$ cat src/rtl/recon_row.sv
// recon_row: rebuilds pixel rows as CUR + residual, clipped to the pixel range.
// Two-stage valid/ready pipeline with 8x8 block row tracking and clip counting.
module recon_row #(
  parameter int ROWS_PER_BLOCK = 8,
  parameter int PIX_W          = 8
) (
  input  logic                              clk,
  input  logic                              rst,
  input  logic                              ena,
  input  logic                              in_valid,
  output logic                              in_ready,
  input  logic [8*PIX_W-1:0]                CUR,
  input  logic signed [PIX_W:0]             diff_0,
  input  logic signed [PIX_W:0]             diff_1,
  input  logic signed [PIX_W:0]             diff_2,
  input  logic signed [PIX_W:0]             diff_3,
  input  logic signed [PIX_W:0]             diff_4,
  input  logic signed [PIX_W:0]             diff_5,
  input  logic signed [PIX_W:0]             diff_6,
  input  logic signed [PIX_W:0]             diff_7,
  output logic [8*PIX_W-1:0]                REC,
  output logic                              out_valid,
  input  logic                              out_ready,
  output logic [$clog2(ROWS_PER_BLOCK)-1:0] row_idx,
  output logic                              block_done,
  output logic [6:0]                        clip_cnt
);

  localparam int SW = PIX_W + 3;
  localparam int RW = $clog2(ROWS_PER_BLOCK);
  localparam logic [RW-1:0] LAST = RW'(ROWS_PER_BLOCK - 1);
  localparam logic signed [SW-1:0] PMAX = SW'((1 << PIX_W) - 1);

  logic signed [PIX_W:0]  diff [8];
  logic signed [SW-1:0]   sum_d [8];
  logic signed [SW-1:0]   s1_sum [8];
  logic                   s1_valid;
  logic                   stall;
  logic                   accept;
  logic [8*PIX_W-1:0]     rec_d;
  logic [3:0]             nclip;
  logic [RW-1:0]          blk_row;
  logic [RW-1:0]          blk_nxt;
  logic [6:0]             clip_base;

  assign diff[0] = diff_0;
  assign diff[1] = diff_1;
  assign diff[2] = diff_2;
  assign diff[3] = diff_3;
  assign diff[4] = diff_4;
  assign diff[5] = diff_5;
  assign diff[6] = diff_6;
  assign diff[7] = diff_7;

  assign stall    = out_valid & ~out_ready;
  assign in_ready = ena & ~stall;
  assign accept   = in_valid & in_ready;

  always_comb begin
    for (int i = 0; i < 8; i++) begin
      sum_d[i] = $signed({3'b000, CUR[i*PIX_W +: PIX_W]}) + SW'(diff[i]);
    end
  end

  always_ff @(posedge clk or negedge rst) begin
    if (!rst) begin
      s1_valid <= 1'b0;
      for (int i = 0; i < 8; i++) s1_sum[i] <= '0;
    end else if (!stall) begin
      s1_valid <= accept;
      if (accept) s1_sum <= sum_d;
    end
  end

  // Saturate each sum and count how many pixels hit a rail.
  always_comb begin
    rec_d = '0;
    nclip = '0;
    for (int i = 0; i < 8; i++) begin
      if (s1_sum[i][SW-1]) begin
        rec_d[i*PIX_W +: PIX_W] = '0;
        nclip = nclip + 4'd1;
      end else if (s1_sum[i] > PMAX) begin
        rec_d[i*PIX_W +: PIX_W] = '1;
        nclip = nclip + 4'd1;
      end else begin
        rec_d[i*PIX_W +: PIX_W] = s1_sum[i][PIX_W-1:0];
      end
    end
  end

  assign blk_nxt   = (blk_row == LAST) ? '0 : blk_row + RW'(1);
  assign clip_base = (blk_row == '0) ? 7'd0 : clip_cnt;

  always_ff @(posedge clk or negedge rst) begin
    if (!rst) begin
      out_valid <= 1'b0;
      REC       <= '0;
      row_idx   <= '0;
      clip_cnt  <= '0;
      blk_row   <= '0;
    end else if (!stall) begin
      out_valid <= s1_valid;
      if (s1_valid) begin
        REC      <= rec_d;
        row_idx  <= blk_row;
        clip_cnt <= clip_base + 7'(nclip);
        blk_row  <= blk_nxt;
      end
    end
  end

  assign block_done = out_valid & (row_idx == LAST);

endmodule

$ cat config.mk
export PLATFORM = sky130hd
export DESIGN_NAME = recon_row
export DESIGN_NICKNAME = d
export VERILOG_FILES = /design/src/rtl/recon_row.sv
export SDC_FILE = /design/constraint.sdc
export NUM_CORES = 1
export LEC_CHECK = 0
export CORE_MARGIN = 2
export CORE_UTILIZATION = 35
export CTS_CLUSTER_SIZE = 8
export DETAILED_ROUTE_END_ITERATION = 12
export PLACE_DENSITY_LB_ADDON = 0.15
export REMOVE_ABC_BUFFERS = 1
export SYNTH_ARGS = -nofsm -noshare
export SYNTH_HDL_FRONTEND = slang
export SYNTH_SLANG_ARGS = --single-unit
$ cat constraint.sdc
create_clock -name clk -period 8.8 [get_ports clk]
set_input_delay 1.32 -clock clk [delete_from_list [all_inputs] [get_ports clk]]
set_output_delay 1.32 -clock clk [all_outputs]
set_load 0.005 [all_outputs]
==> impl_metrics.tcl <==
set metrics [dict create \
    outcome "finished clean" \
    post_synth.cell_area_avg_um2 9.01 \
    route.final.wire_length_mm 23.3 \
    part_of_the_yosys_area_used_for_sequential_elements 0.418 \
    yosys_warnings 0 \
    layout-drive-gt1-share 0.0367 \
    antenna_cells 0 \
    power.clock.fraction 0.226 \
    place_ws_ps 3290 \
    clk_pin_slew_worst_paths_ps 70 \
    post_synth_instance_area_um2 9510 \
    timing.setup.critical_path_class "register to register" \
    route.vias.total 7911 \
    peakVddDrop_mv 0.252 \
    tns_ps 0 \
    hold_path.class "register to register" \
    cts-buffers-inserted 17 \
    root_buffer "clkbuf_16" \
    dominantRegCellSynth "dfrtp_1" \
    synthTopCellsByArea "dfrtp_1 (42%), ha_1 (10%), nand2_1 (6.8%), o31ai_1 (6.6%), o21ai_0 (5.2%)" \
    final_core_util 0.466 \
    drt_pre_antenna_iters 6 \
    end_kind "register" \
    combinationalPowerShare 0.433 \
    synth_top_area_cell "dfrtp_1" \
    postCtsHoldBufs 0 \
    grt_pass1_vias 7613 \
    detailed_place.area_um2 11900 \
    cap_viol_max_count 0 \
    worst_slew_margin_rel 0.359 \
    fin_skew_ps 11.1 \
    setup_buffers_after_cts 0 \
    cts_tree "yes" \
    die_width_um 169 \
    worst_slack_setup_final_ps 3280 \
    finalCritPeriodShare 0.627 \
    seq_power_share 0.341 \
    routedWlPerCell_um 14.7 \
    synth-async-reset-ratio 1.00 \
    cellPowerDensity_nw_per_um2 267 \
    io-pin-count 218 \
    cp_data_arrival_time_ps 5840 \
    timing.final.max_slew_violations 0 \
    crit_path_start_kind "register" \
    maximum_buffer_depth_of_the_clock_tree 2 \
    syn-instance-count 1055 \
    leakagePower_nw 5.65 \
    port-buffer-count 217 \
    setup_viol 0 \
    ys_types 50 \
    core_region_area_um2 26800 \
    rsz_0062_raised_after_global_routing "false" \
    power.switching_w 0.00118 \
    timing.critical_path.required_ps 9120 \
    ctsResizeCount 0 \
    fp.dieH_um 169 \
    drt.antenna.violating_nets 0 \
    grt_max_degree 85 \
    h-tree-depth 4 \
    final_worst_hold_slack_ps 475 \
    timing.final.hold_violations 0 \
    internal_power_w 0.00216 \
    yosys_register_bits 159 \
    hpwlAfterDp_mm 17.0 \
    relative_area_change_from_synthesis_to_final_layout_pct 31.4 \
    first_iter_violations 339 \
    die-area_um2 28500 \
    grt_pass1_wl_mm 38.1 \
    fillerInstances 2619 \
    clock_latency_ps 420 \
    fmaxAchievable_mhz 181 \
    max_slew.worst_pin.slew_ps 962 \
    tritoncts_num_sinks 159 \
    final_net_count 1466 \
    layout_min_cycle_time_ps 5520 \
    std_cell_rows 60 \
    antenna_found_initial 0 \
    timing.critical_path.fanout_max 12 \
    synth_top_area_frac 0.418 \
    final_design_area_no_fill_um2 12500 \
    grt_use_total 0.167 \
    start_util 0.355 \
    synth_edf_count 0 \
    route.detailed.vias_per_inst 4.97 \
    drc_violations_left 0 \
    grt_overflow_total 0 \
    power.share.switching 0.352 \
    finalWeightedCongestion 0.795 \
]
==> kinds of logic after synthesis <==
group | share of synthesized area
fa+ha+maj | 0.119
xor+xnor | 0.0372
simple gates | 0.160
mux | 0.00474
flops | 0.418
compound gates | 0.203
buf+inv | 0.0574
==> area by class of cell <==
class / instances / area, um^2 / area share
inverter: 79 / 297 / 0.0237
clock inverter: 13 / 163 / 0.0130
multi-input combinational: 762 / 5000 / 0.400
timing repair buffer: 221 / 2200 / 0.176
sequential: 159 / 3980 / 0.318
clock buffer: 18 / 429 / 0.0343
tap: 341 / 427 / 0.0341
==> through the flow <==
stage	total power [W]	std cells
floorplan	0.00202	1000
global placement	0.00258	1562
detailed placement	0.00261	1562
CTS	0.00338	1593
global route	0.00361	1593
finish	0.00334	1593
==> synth_stat cells (9+ instances only) <==
cell,n
a21boi_0,10
a21o_1,20
a21oi_1,34
a31oi_1,10
and3_1,15
clkbuf_1,42
dfrtp_1,159
fa_1,9
ha_1,76
inv_1,78
nand2_1,172
nor2_1,82
nor2b_1,12
o211ai_1,14
o21ai_0,98
o31ai_1,83
or3_1,9
xnor2_1,21
xor2_1,14
==> power groups by stage <==
| stage | clock [W] | combinational [W] | sequential [W] |
|---|---|---|---|
| after floorplan | 0 | 0.000919 | 0.00111 |
| after global placement | 0 | 0.00142 | 0.00115 |
| after detailed placement | 0 | 0.00146 | 0.00116 |
| after CTS | 0.000772 | 0.00147 | 0.00114 |
| after global routing | 0.000803 | 0.00163 | 0.00117 |
| final | 0.000753 | 0.00145 | 0.00114 |
==> routing by layer <==
layer  share of wire  global-route usage
met3           0.042              0.0348
met4           0.011              0.0439
met2            0.47               0.277
met5               0                   0
met1            0.48               0.222
==> worst max-delay path, cell delays in order, from the launching register on <==
cell and delay [ps]:
dfrtp_1 540, nor2_1 170, xnor3_2 490, ha_1 310, o21ai_1 160, nand2_1 90
ha_1 270, o21ai_0 110, o31ai_1 120, a31o_1 220, ha_1 290, mux2_4 280
ha_1 270, mux2_4 280, ha_1 270, mux2_4 290, ha_1 300, a21o_1 180
a21oi_1 230, nor2b_1 70, o21ai_0 220, a21o_1 150, nand2_1 50, o31ai_1 70
==> cells in the final DEF, fill, tap and decap left out, types with 5 or more instances in the layout <==
cell type        instances
clkdlybuf4s50_1        216
xnor2_1                 21
nand3_1                  5
inv_1                   78
nor2b_1                 12
a21boi_0                10
nand3b_1                 6
a21o_1                  20
xor2_1                  14
ha_1                    76
clkbuf_16               17
or3_1                    9
o2111ai_1                8
a211oi_1                 7
nand2_1                170
nor3b_1                  6
o21a_1                   8
a21oi_1                 34
a31oi_1                 10
nand4b_1                 6
dfrtp_1                159
and2_1                   5
o31ai_1                 83
o211ai_1                14
nor2_1                  82
nor4b_1                  7
o21ai_0                 98
and3_1                  14
fa_1                     9
==> registers in the layout, indices dropped and copies added (netlist names) <==
register	flops
blk_row	3
REC	64
row_idx	3
s1_sum	80
clip_cnt	7
out_valid	1
s1_valid	1
==> final timing paths <==
| path | from | to | slack (ps) | depth (start not counted) |
|---|---|---|---|---|
| max in group asynchronous | rst | REC[39] | 6310 | 2 |
| min | REC[56] | REC[56] | 480 | 2 |
| max | s1_sum[64] | clip_cnt[5] | 3280 | 23 |
| min in group asynchronous | rst | s1_sum[84] | 940 | 1 |
| min reg2reg | REC[56] | REC[56] | 480 | 2 |
| max reg2reg | s1_sum[64] | clip_cnt[5] | 3280 | 23 |
Power figures use the tool's default switching activity.
